### config.mk
export PLATFORM = sky130hd
export DESIGN_NAME = pipe_hazard_ctrl_flat
export DESIGN_NICKNAME = d
export VERILOG_FILES = /design/src/rtl/pipe_hazard_ctrl_pkg.sv /design/src/rtl/pipe_hazard_ctrl_if.sv /design/src/rtl/pipe_hazard_ctrl_hz_slot.sv /design/src/rtl/pipe_hazard_ctrl.sv /design/src/flat_wrapper.sv
export SDC_FILE = /design/constraint.sdc
export NUM_CORES = 1
export LEC_CHECK = 0
export CAP_MARGIN = 20
export CORE_AREA = 2 2 65 67
export DETAILED_ROUTE_END_ITERATION = 10
export DIE_AREA = 0 0 67 69
export PLACE_DENSITY = 0.77
export SYNTH_ARGS = -nofsm -noshare
export SYNTH_HDL_FRONTEND = slang
export SYNTH_SLANG_ARGS = --single-unit
### constraint.sdc
create_clock -name clk -period 3.09 [get_ports clk]
set_clock_uncertainty 0.1 [all_clocks]
set_input_delay 0.618 -clock clk [delete_from_list [all_inputs] [get_ports clk]]
set_output_delay 0.618 -clock clk [all_outputs]
set_load 0.02 [all_outputs]
### src/rtl/pipe_hazard_ctrl_pkg.sv
// Shared encodings for the pipeline hazard controller: FSM states and
// operand forwarding selects.
package pipe_pkg;

  typedef enum logic [1:0] {
    ST_RUN     = 2'd0,
    ST_LDSTALL = 2'd1,
    ST_MEMWAIT = 2'd2
  } hz_state_e;

  localparam logic [1:0] FWD_RF  = 2'b00;
  localparam logic [1:0] FWD_EX  = 2'b01;
  localparam logic [1:0] FWD_MEM = 2'b10;

  // The younger producer (EX) always wins over the older one (MEM).
  function automatic logic [1:0] fwd_sel(input logic hit_ex, input logic hit_mem);
    if (hit_ex)  return FWD_EX;
    if (hit_mem) return FWD_MEM;
    return FWD_RF;
  endfunction

endpackage

### src/rtl/pipe_hazard_ctrl_if.sv
// Pipeline-to-hazard-controller signal bundle; the pipeline is the master,
// the controller is the slave.
interface pipe_hazard_if #(
  parameter int RA_W  = 5,
  parameter int CNT_W = 16
);
  logic [RA_W-1:0]  D_rs1;
  logic [RA_W-1:0]  D_rs2;
  logic             D_use_rs1;
  logic             D_use_rs2;
  logic [RA_W-1:0]  D_rd;
  logic             D_we;
  logic             D_ld;
  logic             EX_taken;
  logic             M_req;
  logic             M_ready;
  logic             stall_F;
  logic             stall_D;
  logic             flush_FD;
  logic             freeze;
  logic [1:0]       fwd_a;
  logic [1:0]       fwd_b;
  logic [CNT_W-1:0] stall_cnt;
  logic [1:0]       state;

  modport master (
    output D_rs1, D_rs2, D_use_rs1, D_use_rs2, D_rd, D_we, D_ld,
           EX_taken, M_req, M_ready,
    input  stall_F, stall_D, flush_FD, freeze, fwd_a, fwd_b, stall_cnt, state
  );

  modport slave (
    input  D_rs1, D_rs2, D_use_rs1, D_use_rs2, D_rd, D_we, D_ld,
           EX_taken, M_req, M_ready,
    output stall_F, stall_D, flush_FD, freeze, fwd_a, fwd_b, stall_cnt, state
  );
endinterface

### src/rtl/pipe_hazard_ctrl_hz_slot.sv
// One scoreboard slot: shadow copy of {rd, we, ld} for a pipeline stage,
// with hold (stage frozen) and clear (bubble inserted).
module hz_slot #(
  parameter int RA_W = 5
) (
  input  logic            clk,
  input  logic            rst_n,
  input  logic            hold,
  input  logic            clear,
  input  logic [RA_W-1:0] in_rd,
  input  logic            in_we,
  input  logic            in_ld,
  output logic [RA_W-1:0] rd,
  output logic            we,
  output logic            ld
);

  logic [RA_W-1:0] rd_q, rd_d;
  logic            we_q, we_d;
  logic            ld_q, ld_d;

  always_comb begin
    rd_d = rd_q;
    we_d = we_q;
    ld_d = ld_q;
    if (!hold) begin
      rd_d = clear ? '0   : in_rd;
      we_d = clear ? 1'b0 : in_we;
      ld_d = clear ? 1'b0 : in_ld;
    end
  end

  always_ff @(posedge clk) begin
    if (!rst_n) begin
      rd_q <= '0;
      we_q <= 1'b0;
      ld_q <= 1'b0;
    end else begin
      rd_q <= rd_d;
      we_q <= we_d;
      ld_q <= ld_d;
    end
  end

  assign rd = rd_q;
  assign we = we_q;
  assign ld = ld_q;

endmodule

### src/rtl/pipe_hazard_ctrl.sv
// Hazard controller for a 5-stage pipeline: forwarding selects, load-use
// stall, branch flush and memory-wait freeze, plus a saturating stall counter.
module pipe_hazard_ctrl
  import pipe_pkg::*;
#(
  parameter int RA_W  = 5,
  parameter int CNT_W = 16
) (
  input logic        clk,
  input logic        rst_n,
  pipe_hazard_if.slave hz
);

  logic [RA_W-1:0]  ex_rd, mem_rd;
  logic             ex_we, ex_ld, mem_we, mem_ld;
  logic             ex_prod, mem_prod;
  logic             ex_hit_a, ex_hit_b, mem_hit_a, mem_hit_b;
  logic             load_use, mem_busy;
  logic             stall_f, stall_d, flush_fd, freeze;
  logic [1:0]       fwd_a, fwd_b;
  hz_state_e        state_q, state_d;
  logic [CNT_W-1:0] stall_cnt_q, stall_cnt_d;

  hz_slot #(.RA_W(RA_W)) u_ex_slot (
    .clk(clk), .rst_n(rst_n), .hold(freeze), .clear(stall_d),
    .in_rd(hz.D_rd), .in_we(hz.D_we), .in_ld(hz.D_ld),
    .rd(ex_rd), .we(ex_we), .ld(ex_ld)
  );

  hz_slot #(.RA_W(RA_W)) u_mem_slot (
    .clk(clk), .rst_n(rst_n), .hold(freeze), .clear(1'b0),
    .in_rd(ex_rd), .in_we(ex_we), .in_ld(ex_ld),
    .rd(mem_rd), .we(mem_we), .ld(mem_ld)
  );

  // A slot writing x0 is never a producer, since x0 reads as zero.
  always_comb begin
    ex_prod   = ex_we  && (ex_rd  != '0);
    mem_prod  = mem_we && (mem_rd != '0);
    ex_hit_a  = hz.D_use_rs1 && ex_prod  && (hz.D_rs1 == ex_rd);
    ex_hit_b  = hz.D_use_rs2 && ex_prod  && (hz.D_rs2 == ex_rd);
    mem_hit_a = hz.D_use_rs1 && mem_prod && (hz.D_rs1 == mem_rd);
    mem_hit_b = hz.D_use_rs2 && mem_prod && (hz.D_rs2 == mem_rd);
    fwd_a     = fwd_sel(ex_hit_a, mem_hit_a);
    fwd_b     = fwd_sel(ex_hit_b, mem_hit_b);
    load_use  = (ex_hit_a || ex_hit_b) && ex_ld;
    mem_busy  = hz.M_req && !hz.M_ready;
  end

  // Freeze beats everything; a pending load-use is simply seen again once
  // memory completes because the scoreboard was held.
  always_comb begin
    stall_f  = 1'b0;
    stall_d  = 1'b0;
    flush_fd = 1'b0;
    freeze   = mem_busy;
    if (!mem_busy) begin
      if (hz.EX_taken) begin
        flush_fd = 1'b1;
        stall_d  = 1'b1;
      end else if (load_use && state_q != ST_LDSTALL) begin
        stall_f = 1'b1;
        stall_d = 1'b1;
      end
    end
  end

  always_comb begin
    state_d = state_q;
    unique case (state_q)
      ST_RUN: begin
        if (mem_busy)                         state_d = ST_MEMWAIT;
        else if (load_use && !hz.EX_taken)    state_d = ST_LDSTALL;
      end
      ST_LDSTALL: state_d = mem_busy ? ST_MEMWAIT : ST_RUN;
      ST_MEMWAIT: if (hz.M_ready) state_d = ST_RUN;
      default:    state_d = ST_RUN;
    endcase
  end

  always_comb begin
    stall_cnt_d = stall_cnt_q;
    if ((stall_d || freeze) && (stall_cnt_q != '1))
      stall_cnt_d = stall_cnt_q + CNT_W'(1);
  end

  always_ff @(posedge clk) begin
    if (!rst_n) begin
      state_q     <= ST_RUN;
      stall_cnt_q <= '0;
    end else begin
      state_q     <= state_d;
      stall_cnt_q <= stall_cnt_d;
    end
  end

  // Outputs read as zero for the whole time reset is held.
  always_comb begin
    hz.stall_F   = rst_n && stall_f;
    hz.stall_D   = rst_n && stall_d;
    hz.flush_FD  = rst_n && flush_fd;
    hz.freeze    = rst_n && freeze;
    hz.fwd_a     = rst_n ? fwd_a : FWD_RF;
    hz.fwd_b     = rst_n ? fwd_b : FWD_RF;
    hz.stall_cnt = rst_n ? stall_cnt_q : '0;
    hz.state     = rst_n ? 2'(state_q) : 2'(ST_RUN);
  end

endmodule

### src/flat_wrapper.sv
// flat-port wrapper written by rule: the top's interface ports become plain ports
module pipe_hazard_ctrl_flat import pipe_pkg::*;
#(
  parameter int RA_W  = 5,
  parameter int CNT_W = 16
)
  (clk, rst_n, hz_D_rs1, hz_D_rs2, hz_D_use_rs1, hz_D_use_rs2, hz_D_rd, hz_D_we, hz_D_ld, hz_EX_taken, hz_M_req, hz_M_ready, hz_stall_F, hz_stall_D, hz_flush_FD, hz_freeze, hz_fwd_a, hz_fwd_b, hz_stall_cnt, hz_state);
  pipe_hazard_if #(.RA_W(RA_W), .CNT_W(CNT_W)) hz_i ();
  input logic clk;
  input logic rst_n;
  input wire logic [$bits(hz_i.D_rs1)-1:0] hz_D_rs1;
  input wire logic [$bits(hz_i.D_rs2)-1:0] hz_D_rs2;
  input wire logic [$bits(hz_i.D_use_rs1)-1:0] hz_D_use_rs1;
  input wire logic [$bits(hz_i.D_use_rs2)-1:0] hz_D_use_rs2;
  input wire logic [$bits(hz_i.D_rd)-1:0] hz_D_rd;
  input wire logic [$bits(hz_i.D_we)-1:0] hz_D_we;
  input wire logic [$bits(hz_i.D_ld)-1:0] hz_D_ld;
  input wire logic [$bits(hz_i.EX_taken)-1:0] hz_EX_taken;
  input wire logic [$bits(hz_i.M_req)-1:0] hz_M_req;
  input wire logic [$bits(hz_i.M_ready)-1:0] hz_M_ready;
  output wire logic [$bits(hz_i.stall_F)-1:0] hz_stall_F;
  output wire logic [$bits(hz_i.stall_D)-1:0] hz_stall_D;
  output wire logic [$bits(hz_i.flush_FD)-1:0] hz_flush_FD;
  output wire logic [$bits(hz_i.freeze)-1:0] hz_freeze;
  output wire logic [$bits(hz_i.fwd_a)-1:0] hz_fwd_a;
  output wire logic [$bits(hz_i.fwd_b)-1:0] hz_fwd_b;
  output wire logic [$bits(hz_i.stall_cnt)-1:0] hz_stall_cnt;
  output wire logic [$bits(hz_i.state)-1:0] hz_state;
  assign hz_i.D_rs1 = hz_D_rs1;
  assign hz_i.D_rs2 = hz_D_rs2;
  assign hz_i.D_use_rs1 = hz_D_use_rs1;
  assign hz_i.D_use_rs2 = hz_D_use_rs2;
  assign hz_i.D_rd = hz_D_rd;
  assign hz_i.D_we = hz_D_we;
  assign hz_i.D_ld = hz_D_ld;
  assign hz_i.EX_taken = hz_EX_taken;
  assign hz_i.M_req = hz_M_req;
  assign hz_i.M_ready = hz_M_ready;
  assign hz_stall_F = hz_i.stall_F;
  assign hz_stall_D = hz_i.stall_D;
  assign hz_flush_FD = hz_i.flush_FD;
  assign hz_freeze = hz_i.freeze;
  assign hz_fwd_a = hz_i.fwd_a;
  assign hz_fwd_b = hz_i.fwd_b;
  assign hz_stall_cnt = hz_i.stall_cnt;
  assign hz_state = hz_i.state;
  pipe_hazard_ctrl #(.RA_W(RA_W), .CNT_W(CNT_W)) u_core (.clk(clk), .rst_n(rst_n), .hz(hz_i));
endmodule
==> results of run 1 <==
==> kinds of logic (layout without fill, tap and decap cells) <==
| kind of cell | count (synthesis) | in the layout | synth area share, % |
|---|---|---|---|
| AND/OR/NAND/NOR | 96 | 96 | 30.35 |
| flip-flops | 31 | 31 | 34.69 |
| XOR/XNOR | 23 | 23 | 11.26 |
| AO/OA/AOI/OAI | 22 | 22 | 11.19 |
| multiplexers | 14 | 14 | 9.720 |
| buffers and inverters | 10 | 87 | 2.098 |
| adder cells (fa/ha/maj) | 1 | 1 | 0.6992 |
==> layout make-up <==
class                           instances  share of cell area [%]
Sequential cell                        31                   23.52
Clock inverter                          1                  0.2845
Timing Repair Buffer                   77                   26.46
Inverter                                2                  0.2845
Clock buffer                            7                   3.651
Tap cell                               50                   2.371
Multi-Input combinational cell        156                   43.43
==> placed cells by master, fill, tap and decap left out, drive strengths merged <==
cell	synthesis	layout
dlymetal6s2s	0	3
clkdlybuf4s50	0	40
nand3	15	15
and2	26	26
nor4	4	4
mux2	12	12
dlygate4sd2	0	3
nand2b	1	1
clkbuf	8	8
or4	2	2
a22o	7	7
mux2i	2	2
xor2	19	19
nor2	6	6
o211ai	1	1
o21ai	2	2
a211o	1	1
nor3	3	3
clkinvlp	0	1
nor2b	14	14
and3b	1	1
a21oi	3	3
a21boi	6	6
ha	1	1
inv	2	2
buf	0	30
a211oi	1	1
o2111a	1	1
nor3b	1	1
xnor2	4	4
and3	6	6
nand4	3	3
dfxtp	31	31
nand2	14	14
==> routing by layer <==
| metal | track usage, % | up-vias |
|---|---|---|
| li1 | - | 839 |
| met1 | 26.92 | 749 |
| met2 | 29.92 | 38 |
| met3 | 4.731 | 4 |
| met4 | 5.442 | 0 |
| met5 | 0 | - |
==> flip-flops by register name, indices dropped and copies added, names as in the netlist <==
signal                count
u_core.u_mem_slot.rd      5
u_core.u_ex_slot.we       1
u_core.stall_cnt_q       16
u_core.u_ex_slot.rd       5
u_core.u_ex_slot.ld       1
u_core.state_q            2
u_core.u_mem_slot.we      1
==> worst register-to-register path: stages (launching register included) <==
cell and delay [ns]:
dfxtp_1 0.31, buf_4 0.15, xor2_1 0.16, nor4_1 0.28, nand3_1 0.17, a211o_4 0.40
buf_4 0.17, a211oi_4 0.35, nand3_1 0.16, mux2_4 0.31
==> power breakdown <==
| part | total [mW] | switching (mW) | leakage [nW] | internal [mW] |
|---|---|---|---|---|
| clock | 0.353 | 0.151 | 0.0505 | 0.202 |
| combinational | 0.144 | 0.0622 | 0.871 | 0.0818 |
| sequential | 0.422 | 0.0114 | 0.252 | 0.411 |
==> final timing paths <==
| check | endpoint | start |
|---|---|---|
| min reg2reg | u_core.u_mem_slot.we | u_core.u_mem_slot.we |
| min | u_core.u_mem_slot.we | u_core.u_mem_slot.we |
| max reg2reg | u_core.stall_cnt_q[15] | u_core.u_ex_slot.rd[2] |
| max | hz_stall_F | hz_D_rs2[2] |
==> repair_timing <==
item	in CTS	in global routing
buffers inserted	0	0
pin swaps	1	4
resized for setup	14	11
hold endpoints to repair	0	0
endpoints found under the setup margin	6	6
hold buffers	0	0
==> flow_summary_export.csv, run 1 <==
group,metric,value,unit
setup_path,max_stage_delay,0.45,ns
synth,synth_common_cells,"dfxtp_1 (31), and2_1 (24), xor2_1 (19)",
cts,clkLatencyLatePin,0.28,ns
floorplan,dieArea,4623,sq um
power_and_ir_drop,p_leak,1.174,nW
cts,root_buffer,"clkbuf_8",
setup_path,worstPathRequired,2.37,ns
synth,yosys_register_bits,31,
min_path,holdPathStages,2,
placement,hpwl,3.215,mm
cells_and_area,syn2layout_area_growth,47.48,%
setup_path,start_kind,"primary input",
setup_path,slowest_stage,"clkdlybuf4s50_1",
sta,post-route-min-period,3.034,ns
cts,cts_tree,"built",
sta,setup-tns-final,0,ns
outcome,status,"finished, final reports clean",
sta,fin_crit_sh,98.18,%
floorplan,rows,23,
sta,maxSlewHeadroom,71.02,%
placement,placed_area,2522,sq um
cts,clock_sinks,31,
placement,preCtsSetupSlack,-0.4937,ns
detailed_routing,ant_nets,0,
floorplan,fp.coreArea,3914,sq um
global_route,grt_first_pass_wirelength,6.975,mm
detailed_routing,drt_iter0_markers,57,
setup_path,endpoint_kind,"output pin",
detailed_routing,wl_met3,212,um
setup_path,arrival,2.32,ns
setup_path,path_cells,"clkdlybuf4s50_1 > xor2_1 > nor4_2 > nand3_1 > a211o_4 > nor3_4 > buf_6",
global_route,grt_usage,19.47,%
floorplan,boundaryPins,50,
setup_path,crit_type,"primary input to output pin",
cts,cts_max_level,2,
power_and_ir_drop,peakVddDrop,0.2049,mV
synth,yosysWarnings,0,
cells_and_area,diodes,0,
sta,setup_slack,0.05614,ns
synth,synthTopCellsByArea,"dfxtp_1 (35%), xor2_1 (9.3%), and2_1 (8.4%)",
synth,async_flop_share,0,%
cts,cts_buffers,5,
cts,clk_path_buf_depth,2,
cells_and_area,final_util,67.42,%
floorplan,fp.dieH,69,um
detailed_routing,routed_via_density,5.031,
synth,synth_cell_types,36,
placement,port_buffers,49,
synth,seq_area_frac_synth,34.69,%
cells_and_area,stdcell_count,324,
floorplan,die_w,67,um
cells_and_area,nNetsFinal,298,
synth,yosysMostFrequentCell,"dfxtp_1",
detailed_routing,drt_wl_total,4.220,mm
global_route,grt_overflow,0,
synth,syn_nets,222,
detailed_routing,drc,0,
cells_and_area,num-fill-cells,332,
placement,gp_congestion,0.8090,
global_route,grt_max_degree,23,
sta,hold_viol,0,
sta,rsz0062_at_grt,"yes",
power_and_ir_drop,p_per_area,348.2,nW/um^2
power_and_ir_drop,total_power,0.9189,mW
sta,whs,0.3717,ns
cells_and_area,drive_gt1_share,21.90,%
placement,place_inst,316,
sta,max_freq,329.6,MHz
sta,tightest_slew,0.4331,ns
sta,setup_viol,0,
setup_path,worstRegToRegCells,9,
setup_path,cp.depth,7,
detailed_routing,wl_met2,1.938,mm
cells_and_area,regArea,620.6,sq um
synth,synth_top_area_share,34.69,%
setup_path,path_buf_inv,2,
cells_and_area,finalInstanceArea,2639,sq um
detailed_routing,dr.pass1.iters,4,
synth,synth_area,1789,sq um
synth,synth_flop_cell,"dfxtp_1",
setup_path,critical-path-top-delay-family,"buffers and inverters",
setup_path,regToRegSetupSlack,0.43,ns
global_route,antenna_found_initial,0,
min_path,worstHoldPathType,"flop to flop",
setup_path,crit_fanout,3,
cts,clkTransAtPathRegs,0.06,ns
detailed_routing,highest_layer,"met4",
synth,syn_inst,197,
detailed_routing,vias,1630,
detailed_routing,wl_per_cell,13.02,um
synth,syn_avg_cell_area,9.082,sq um
sta,finalMaxSlewViolations,0,
floorplan,initial_core_util,45.72,%
synth,synth_edf_count,0,
run,maxCapViolCount,0,
global_route,grt_pass1_vias,1545,
cells_and_area,multiInputGateArea,1146,sq um
synth,yosys.area.top_type,"dfxtp_1",
detailed_routing,wl_met1,2.028,mm
Note: power is estimated with default switching activity, not from simulation.
==> inputs of run 2 (changes only) <==
CTS_CLUSTER_SIZE = 28   (was default)
GPL_ROUTABILITY_DRIVEN = 0   (was default)
==> results of run 2 <==
The final DEF is identical to that of run 1; final timing and power are the same.
